==> src/rtl/w4823_coef_loader_if.sv <==
// W4823 coefficient loader bus.
// Byte stream in, FIR coefficient write port and status out.
interface w4823_coef_loader_if #(
    parameter int ADDR_W = 6,
    parameter int COEF_W = 17
);
    logic              start;
    logic              abort;
    logic [7:0]        byte_in;
    logic              byte_valid;
    logic              byte_ready;
    logic [COEF_W-1:0] cin;
    logic [ADDR_W-1:0] caddr;
    logic              cload;
    logic              busy;
    logic              done;
    logic              err;

    modport master (
        output start, abort, byte_in, byte_valid,
        input  byte_ready, cin, caddr, cload, busy, done, err
    );

    modport slave (
        input  start, abort, byte_in, byte_valid,
        output byte_ready, cin, caddr, cload, busy, done, err
    );
endinterface

==> src/rtl/w4823_coef_loader.sv <==
// W4823 FIR coefficient loader.
// Packs 3 bytes per coefficient, writes taps, verifies XOR checksum.
module w4823_coef_loader #(
    parameter int NUM_TAPS = 64,
    parameter int ADDR_W   = 6,
    parameter int COEF_W   = 17
) (
    input  logic                  clk_fast,
    input  logic                  rst_n,
    w4823_coef_loader_if.slave    bus
);

    localparam logic [ADDR_W-1:0] LAST = ADDR_W'(NUM_TAPS - 1);

    typedef enum logic [2:0] {
        S_IDLE,
        S_B0,
        S_B1,
        S_B2,
        S_WR,
        S_CHK,
        S_FIN
    } state_t;

    state_t            state_q, state_d;
    logic [ADDR_W-1:0] idx_q, idx_d;
    logic              b0_q, b0_d;
    logic [7:0]        b1_q, b1_d;
    logic [7:0]        xor_q, xor_d;
    logic              err_q, err_d;
    logic [COEF_W-1:0] cin_q, cin_d;
    logic [ADDR_W-1:0] caddr_q, caddr_d;
    logic              byte_ready;
    logic              accept;

    assign accept = bus.byte_valid && byte_ready;

    // Next-state and datapath updates; abort beats a byte in the same cycle
    always_comb begin
        state_d    = state_q;
        idx_d      = idx_q;
        b0_d       = b0_q;
        b1_d       = b1_q;
        xor_d      = xor_q;
        err_d      = err_q;
        cin_d      = cin_q;
        caddr_d    = caddr_q;
        byte_ready = 1'b0;
        unique case (state_q)
            S_IDLE: begin
                if (bus.start) begin
                    state_d = S_B0;
                    idx_d   = '0;
                    xor_d   = '0;
                    err_d   = 1'b0;
                end
            end
            S_B0: begin
                byte_ready = 1'b1;
                if (bus.abort) begin
                    state_d = S_FIN;
                    err_d   = 1'b1;
                end else if (accept) begin
                    b0_d    = bus.byte_in[0];
                    xor_d   = xor_q ^ bus.byte_in;
                    state_d = S_B1;
                    if (|bus.byte_in[7:1]) err_d = 1'b1;
                end
            end
            S_B1: begin
                byte_ready = 1'b1;
                if (bus.abort) begin
                    state_d = S_FIN;
                    err_d   = 1'b1;
                end else if (accept) begin
                    b1_d    = bus.byte_in;
                    xor_d   = xor_q ^ bus.byte_in;
                    state_d = S_B2;
                end
            end
            S_B2: begin
                byte_ready = 1'b1;
                if (bus.abort) begin
                    state_d = S_FIN;
                    err_d   = 1'b1;
                end else if (accept) begin
                    cin_d   = {b0_q, b1_q, bus.byte_in};
                    caddr_d = idx_q;
                    xor_d   = xor_q ^ bus.byte_in;
                    state_d = S_WR;
                end
            end
            S_WR: begin
                if (bus.abort) begin
                    state_d = S_FIN;
                    err_d   = 1'b1;
                end else if (idx_q == LAST) begin
                    state_d = S_CHK;
                end else begin
                    idx_d   = idx_q + 1'b1;
                    state_d = S_B0;
                end
            end
            S_CHK: begin
                byte_ready = 1'b1;
                if (bus.abort) begin
                    state_d = S_FIN;
                    err_d   = 1'b1;
                end else if (accept) begin
                    if (bus.byte_in != xor_q) err_d = 1'b1;
                    state_d = S_FIN;
                end
            end
            S_FIN: begin
                state_d = S_IDLE;
            end
            default: begin
                state_d = S_IDLE;
            end
        endcase
    end

    // State and datapath registers, all cleared by reset
    always_ff @(posedge clk_fast or negedge rst_n) begin
        if (!rst_n) begin
            state_q <= S_IDLE;
            idx_q   <= '0;
            b0_q    <= 1'b0;
            b1_q    <= '0;
            xor_q   <= '0;
            err_q   <= 1'b0;
            cin_q   <= '0;
            caddr_q <= '0;
        end else begin
            state_q <= state_d;
            idx_q   <= idx_d;
            b0_q    <= b0_d;
            b1_q    <= b1_d;
            xor_q   <= xor_d;
            err_q   <= err_d;
            cin_q   <= cin_d;
            caddr_q <= caddr_d;
        end
    end

    assign bus.byte_ready = byte_ready;
    assign bus.cin        = cin_q;
    assign bus.caddr      = caddr_q;
    assign bus.cload      = (state_q == S_WR);
    assign bus.done       = (state_q == S_FIN);
    assign bus.busy       = (state_q != S_IDLE) &&
                            (state_q != S_FIN);
    assign bus.err        = err_q;

endmodule

==> src/flat_wrapper.sv <==
// flat-port wrapper written by rule: the top's interface ports become plain ports
module w4823_coef_loader_flat 
#(
    parameter int NUM_TAPS = 64,
    parameter int ADDR_W   = 6,
    parameter int COEF_W   = 17
)
  (clk_fast, rst_n, bus_start, bus_abort, bus_byte_in, bus_byte_valid, bus_byte_ready, bus_cin, bus_caddr, bus_cload, bus_busy, bus_done, bus_err);
  w4823_coef_loader_if #(.ADDR_W(ADDR_W), .COEF_W(COEF_W)) bus_i ();
  input  logic clk_fast;
  input  logic rst_n;
  input wire logic [$bits(bus_i.start)-1:0] bus_start;
  input wire logic [$bits(bus_i.abort)-1:0] bus_abort;
  input wire logic [$bits(bus_i.byte_in)-1:0] bus_byte_in;
  input wire logic [$bits(bus_i.byte_valid)-1:0] bus_byte_valid;
  output wire logic [$bits(bus_i.byte_ready)-1:0] bus_byte_ready;
  output wire logic [$bits(bus_i.cin)-1:0] bus_cin;
  output wire logic [$bits(bus_i.caddr)-1:0] bus_caddr;
  output wire logic [$bits(bus_i.cload)-1:0] bus_cload;
  output wire logic [$bits(bus_i.busy)-1:0] bus_busy;
  output wire logic [$bits(bus_i.done)-1:0] bus_done;
  output wire logic [$bits(bus_i.err)-1:0] bus_err;
  assign bus_i.start = bus_start;
  assign bus_i.abort = bus_abort;
  assign bus_i.byte_in = bus_byte_in;
  assign bus_i.byte_valid = bus_byte_valid;
  assign bus_byte_ready = bus_i.byte_ready;
  assign bus_cin = bus_i.cin;
  assign bus_caddr = bus_i.caddr;
  assign bus_cload = bus_i.cload;
  assign bus_busy = bus_i.busy;
  assign bus_done = bus_i.done;
  assign bus_err = bus_i.err;
  w4823_coef_loader #(.NUM_TAPS(NUM_TAPS), .ADDR_W(ADDR_W), .COEF_W(COEF_W)) u_core (.clk_fast(clk_fast), .rst_n(rst_n), .bus(bus_i));
endmodule
==> config.mk <==
export PLATFORM = sky130hd
export DESIGN_NAME = w4823_coef_loader_flat
export DESIGN_NICKNAME = d
export VERILOG_FILES = /design/src/rtl/w4823_coef_loader_if.sv /design/src/rtl/w4823_coef_loader.sv /design/src/flat_wrapper.sv
export SDC_FILE = /design/constraint.sdc
export NUM_CORES = 1
export LEC_CHECK = 0
export CORE_ASPECT_RATIO = 0.75
export CORE_MARGIN = 2
export CORE_UTILIZATION = 40
export CTS_BUF_LIST = sky130_fd_sc_hd__clkbuf_8
export DETAILED_ROUTE_END_ITERATION = 6
export GPL_ROUTABILITY_DRIVEN = 0
export PLACE_DENSITY = 0.67
export SETUP_SLACK_MARGIN = 0.5
export SYNTH_ARGS = -nofsm -noshare
export SYNTH_HDL_FRONTEND = slang
export SYNTH_SLANG_ARGS = --single-unit
==> constraint.sdc <==
create_clock -name clk_fast -period 4.19 [get_ports clk_fast]
set_input_delay 0.419 -clock clk_fast [delete_from_list [all_inputs] [get_ports clk_fast]]
set_output_delay 0.419 -clock clk_fast [all_outputs]
set_load 0.02 [all_outputs]
==> results_dict.tcl <==
set metrics [dict create \
    final_nets 258 \
    setup_tns_ps 0 \
    antenna_left 0 \
    yosysTopAreaCellShare_pct 53.7 \
    io_pins 41 \
    startpoint_type "register" \
    row_count 24 \
    ys_warn_count 0 \
    viasPerCell 5.25 \
    worstSetupPathType "register to output port" \
    worstSetupEndpointType "output port" \
    ir_drop_mv 0.344 \
    synth_most_common_cell "dfrtp_1" \
    yosys_most_used_dff "dfrtp_1" \
    wirelength_um 4690 \
    grt_pass1_vias 1576 \
    clock_path_buffers 2 \
    async_flop_share_pct 100 \
    cts.sinks 50 \
    worst-slew-pin-transition_ps 639 \
    synthCells 204 \
    path_cells "nor3b_1, clkdlybuf4s50_1" \
    cts.clk_slew.worst_paths_ps 90 \
    hold_violations 0 \
    rsz0062_at_grt "false" \
    grt_pass1_wl_um 7960 \
    ys_top_cells_by_area "dfrtp_1 54%, mux2_2 11%, mux2_1 4.8%" \
    start_util_pct 40.8 \
    ctsRootBufferMaster "clkbuf_8" \
    layout_min_cycle_time_ps 2670 \
    max_stage_delay_ps 710 \
    status "completed" \
    post_drt_wl_per_cell_um 14.5 \
    cp_max_fo 17 \
    die_w_um 92.1 \
    multi_input_area_mm2 0.00103 \
    track_usage_pct 15.8 \
    htree_levels 2 \
    vias 1696 \
    yosysTopAreaCell "dfrtp_1" \
    worst_r2r_path_depth 3 \
    period_share_pct 63.7 \
    clock.fmax_mhz 374 \
    layout-drive-gt1-share_pct 15.5 \
    fillers 524 \
    slowest_stage "clkdlybuf4s50_1" \
    dieArea_mm2 0.00645 \
    numPortBuffers 40 \
    holdBufCountCts 0 \
    syn-num-nets 218 \
    post-route-drc-count 0 \
    cts_buffers 5 \
    worstHoldPathType "primary input to asynchronous set/reset pin" \
    drt_iter0_drc 107 \
    hpwl_um 3100 \
    register_area_mm2 0.00125 \
    p_leak_nw 1.21 \
    synth_seq_area_share_pct 53.7 \
    setup_viol 0 \
    drtPass1Iterations 4 \
    power_w 0.00183 \
    synth.distinct_cells 39 \
    cts_tree "yes" \
    n_antenna_cell 0 \
    antenna_found_initial 0 \
    slew_headroom_pct 57.3 \
    cts_setup_buffers 0 \
    fp.coreArea_mm2 0.00571 \
    yosys_register_bits 50 \
    synth-edff-count 0 \
    power_density_mw_per_mm2 635 \
    syn_to_final_growth_pct 23.7 \
    slew_viol_final 0 \
    drv_cap 0 \
    avgSynthCellArea_um2 11.4 \
    skew_ps 4.48 \
    cts-resized-gates 0 \
    synth_top_cells_by_count "50 x dfrtp_1, 23 x mux2_2, 14 x o21ai_0, 13 x nand2_1, 13 x nor2_1" \
    grt_remaining_overflow 0 \
    critical_path_arrival_ps 2250 \
    syn_area_mm2 0.00233 \
    grt_start_max_net_pins 51 \
    fp.dieH_um 70.1 \
    clk_latency_ps 310 \
    worst-endpoint-required_ps 3770 \
]
==> sequential cells by signal (all words and copies together) (netlist names) <==
name,count
u_core.idx_q,6
u_core.b0_q,1
u_core.state_q,3
u_core.bus.cin,17
u_core.bus.err,1
u_core.b1_q,8
u_core.bus.caddr,6
u_core.xor_q,8
==> cells by family after synthesis <==
| group | Yosys count | synth area share, % |
|---|---|---|
| AOI/OAI and AO/OA | 44 | 11.5 |
| xor gates and xnor gates | 8 | 3.01 |
| adders and majority gates | 1 | 0.537 |
| DFF | 50 | 53.7 |
| muxes | 33 | 16.0 |
| buffers and inverters | 12 | 2.15 |
| and+or+nand+nor | 56 | 13.1 |
==> report_power, final <==
group | internal [W] | switching (W) | total (W) | leakage, nW
clock network | 0.000116 | 0.000163 | 0.000278 | 0.0493
registers | 0.000648 | 0.000157 | 0.000805 | 0.648
logic | 0.000381 | 0.000366 | 0.000747 | 0.517
==> cell usage in the layout, fill, tap and decap left out, types with 3 or more instances in the layout <==
| cell type | netlist | routed |
|---|---|---|
| or4_1 | 3 | 3 |
| clkbuf_8 | 0 | 5 |
| o31ai_1 | 4 | 4 |
| nor2_1 | 13 | 13 |
| dfrtp_1 | 50 | 50 |
| nand3_1 | 5 | 5 |
| clkdlybuf4s50_1 | 0 | 39 |
| nor2b_1 | 6 | 6 |
| o21ai_0 | 14 | 14 |
| xnor2_1 | 8 | 8 |
| nand2_1 | 13 | 13 |
| a211oi_1 | 4 | 4 |
| inv_1 | 4 | 5 |
| mux2_2 | 23 | 23 |
| o21ai_1 | 3 | 3 |
| mux2_1 | 10 | 10 |
| a21oi_1 | 10 | 10 |
==> layer usage <==
layer  track usage (%)  wire length (um)  part of all wire [%]
met3              3.99               228                   4.9
met1              24.7              2460                    52
met5                 0                 0                     0
met4              5.64                57                   1.2
met2              21.0              1950                    41
==> critical path, delay by kind of cell, from the launching register on <==
kind,cells,cell delay (ps)
DFF,1,660
and+or+nand+nor,1,560
buffers and inverters,1,710
==> path summary, 6_finish.rpt <==
path / startpoint / endpoint / slack [ps]
setup / recovery: u_core.state_q[2] / bus_cload / 1520
setup reg to reg: u_core.state_q[2] / u_core.bus.cin[5] / 2080
max in group asynchronous: rst_n / u_core.xor_q[7] / 3570
hold reg to reg: u_core.bus.err / u_core.bus.err / 490
min in group clk_fast: u_core.bus.err / u_core.bus.err / 490
hold / removal: rst_n / u_core.bus.caddr[1] / 190
==> area by class of cell <==
class / count / share of cell area, %
Sequential cell: 50 / 43.4
Clock buffer: 5 / 2.39
Timing Repair Buffer: 41 / 14.0
Multi-Input combinational cell: 142 / 35.7
Clock inverter: 3 / 0.608
Tap cell: 78 / 3.39
Inverter: 4 / 0.521
==> metrics by stage <==
step / hold WS, ps / std cells / util [%] / setup slack, ps / instance area (um2)
after floorplan: 123 / 204 / - / 2480 / 2330
after global placement: 463 / 315 / 49.0 / 1650 / 2790
after detailed placement: 475 / 315 / 49.0 / 1590 / 2790
after CTS: 222 / 323 / 50.5 / 1510 / 2880
after global routing: 251 / 323 / 50.5 / 1360 / 2880
final: 195 / 323 / 50.5 / 1520 / 2880
No activity file was read; power rests on OpenSTA's default activity.
==> patch (config.mk and constraints unchanged) <==
`ADDR_W` is set to 6 in 3 places; all go to 5.
--- a/src/rtl/w4823_coef_loader_if.sv
+++ b/src/rtl/w4823_coef_loader_if.sv
@@ -3,3 +3,3 @@
 interface w4823_coef_loader_if #(
-    parameter int ADDR_W = 6,
+    parameter int ADDR_W = 5,
     parameter int COEF_W = 17
--- a/src/rtl/w4823_coef_loader.sv
+++ b/src/rtl/w4823_coef_loader.sv
@@ -4,3 +4,3 @@
     parameter int NUM_TAPS = 64,
-    parameter int ADDR_W   = 6,
+    parameter int ADDR_W   = 5,
     parameter int COEF_W   = 17
--- a/src/flat_wrapper.sv
+++ b/src/flat_wrapper.sv
@@ -4,3 +4,3 @@
     parameter int NUM_TAPS = 64,
-    parameter int ADDR_W   = 6,
+    parameter int ADDR_W   = 5,
     parameter int COEF_W   = 17
Ports: changed (resized bus_caddr); port bits go from 41 to 40. No check against the original RTL was run, so the function may have changed too.
==> patch against the original RTL <==
- final area grew 0.70%
- register-to-register slack is essentially flat
- count of clock-buffer cells in the layout grew 1
- total power grew 8.4%
- highest routed layer unchanged
- core utilization shrank 0.18 points
- sequential cell count shrank 2
- critical path depth grew 1
- synthesized area grew 2.1%
- worst setup slack lost 150 ps
- non-clock buffer count shrank 2
- wire length grew 1.2%
- largest power group is now combinational logic
- maximum frequency shrank 5.5%
- sequential power is essentially flat
==> patch: results (changes against the original RTL) <==
Pleak: 1.30 nW (+6.8%)
Hold Fails Final Rpt: 0 (unchanged)
layout cells sized above 1: 0.137 (-0.0186)
Max Clock Skew: 4.67 ps (+0.193 ps)
Largest register FFs: 17 (unchanged)
WL/cell: 14.5 um (about the same)
CP max-delay cell: dfrtp_1
IO buf count: 39 (-2.5%)
top cells by area, synth: dfrtp_1 (51%), mux2_4 (7.6%), o21ai_0 (4.6%)
# fillers: 549 (+4.8%)
Via Count: 1695 (-0.059%)
vias in the first global route: 1582 (+0.38%)
largest net degree at the start of global routing: 49 (-3.9%)
CTS Buf Count: 5 (unchanged)
DRT iter0 DRCs: 106 (-0.93%)
Worst Path Max Fanout: 19 (+2)
first-pass GRT wire length: 8090 um (+1.6%)
postcts setup bufs: 0 (unchanged)
initial antenna violation count: 0 (unchanged)
Peak VDD IR: 0.000252 V (-27%)
overall routing resource usage: 0.160 (+0.00211)
Final HPWL DP: 3370 um (+8.7%)
post-cts resize count: 0 (unchanged)
sequential-to-total area share from yosys stat: 0.505 (-0.0321)
status: finished, final reports clean
Post-Syn Nets: 229 (+5.0%)
# nets final: 263 (+1.9%)
placed cell areas: 2780 um2 (-0.54%)
Slew @ Worst Pin: 1040 ps (+401 ps)
Critical Path AT: 2410 ps (+160 ps)
CTS H-tree lvls: 2 (unchanged)
post-synthesis cell type count: 43 (+10%)
commonest cells in the netlist: dfrtp_1 (48), o21ai_0 (22), nand2_1 (19)
patch: changes by cell type after synthesis, sizes merged, moves of 5 or more:
cell    delta
mux2      -12
a22o       +9
o21ai      +8
nand2      +7
xnor2      -7
a21boi     +6
nor2b      +6
nor2       -5
patch: metal layers:
| metal | global-route usage | share of wire |
|---|---|---|
| met5 | 0 | 0 |
| met4 | 0.0670 | 0.0095 |
| met3 | 0.0405 | 0.046 |
| met2 | 0.215 | 0.42 |
| met1 | 0.245 | 0.52 |
patch: metrics by stage:
step	power (W)	util	std cells	hold WS (ps)	worst slack [ps]
CTS	0.00201	0.503	327	324	1350
finish	0.00198	0.503	327	296	1370
detailed placement	0.00165	0.482	319	478	1600
global placement	0.00163	0.482	319	465	1650
global route	0.00213	0.503	327	406	1200
floorplan	0.00134	-	214	123	2330
patch: path summary, 6_finish.rpt:
| kind | startpoint | endpoint | slack (ps) | depth (start not counted) |
|---|---|---|---|---|
| worst max register to register | u_core.idx_q[0] | u_core.idx_q[3] | 2080 | 7 |
| max in group asynchronous | rst_n | u_core.state_q[0] | 3260 | 1 |
| worst min-delay path | rst_n | u_core.bus.cin[14] | 300 | 1 |
| worst min register to register | u_core.bus.cin[3] | u_core.bus.cin[3] | 490 | 2 |
| worst max-delay path | u_core.state_q[2] | bus_cload | 1370 | 3 |
| min in group clk_fast | u_core.bus.cin[3] | u_core.bus.cin[3] | 490 | 2 |
patch: cells by family (layout without fill, tap and decap cells):
logic type                 Yosys count  in the layout  share of synthesized area
adders and majority gates            2              2                     0.0105
DFF                                 48             48                      0.505
muxes                               21             21                      0.118
and+or+nand+nor                     59             59                      0.141
xor gates and xnor gates             1              1                    0.00368
buffers and inverters               19             54                     0.0453
AOI/OAI and AO/OA                   64             64                      0.176
patch: final cells by class:
| type | count | area share |
|---|---|---|
| timing repair buffer | 39 | 0.133 |
| tap | 78 | 0.0336 |
| multi-input combinational | 147 | 0.368 |
| clock inverter | 2 | 0.0134 |
| sequential | 48 | 0.414 |
| inverter | 7 | 0.00906 |
| clock buffer | 6 | 0.0285 |
patch: report_power, final:
| group | internal, W | leakage (nW) | switching (W) | total (W) |
|---|---|---|---|---|
| sequential | 0.000638 | 0.627 | 0.000168 | 0.000806 |
| combinational | 0.000420 | 0.609 | 0.000404 | 0.000825 |
| clock | 0.000195 | 0.0614 | 0.000158 | 0.000353 |
patch: worst max-delay path, delay by kind of cell (launching register included):
family                 cells  cell delay (ps)
buffers and inverters      2              990
and+or+nand+nor            1              390
DFF                        1              720
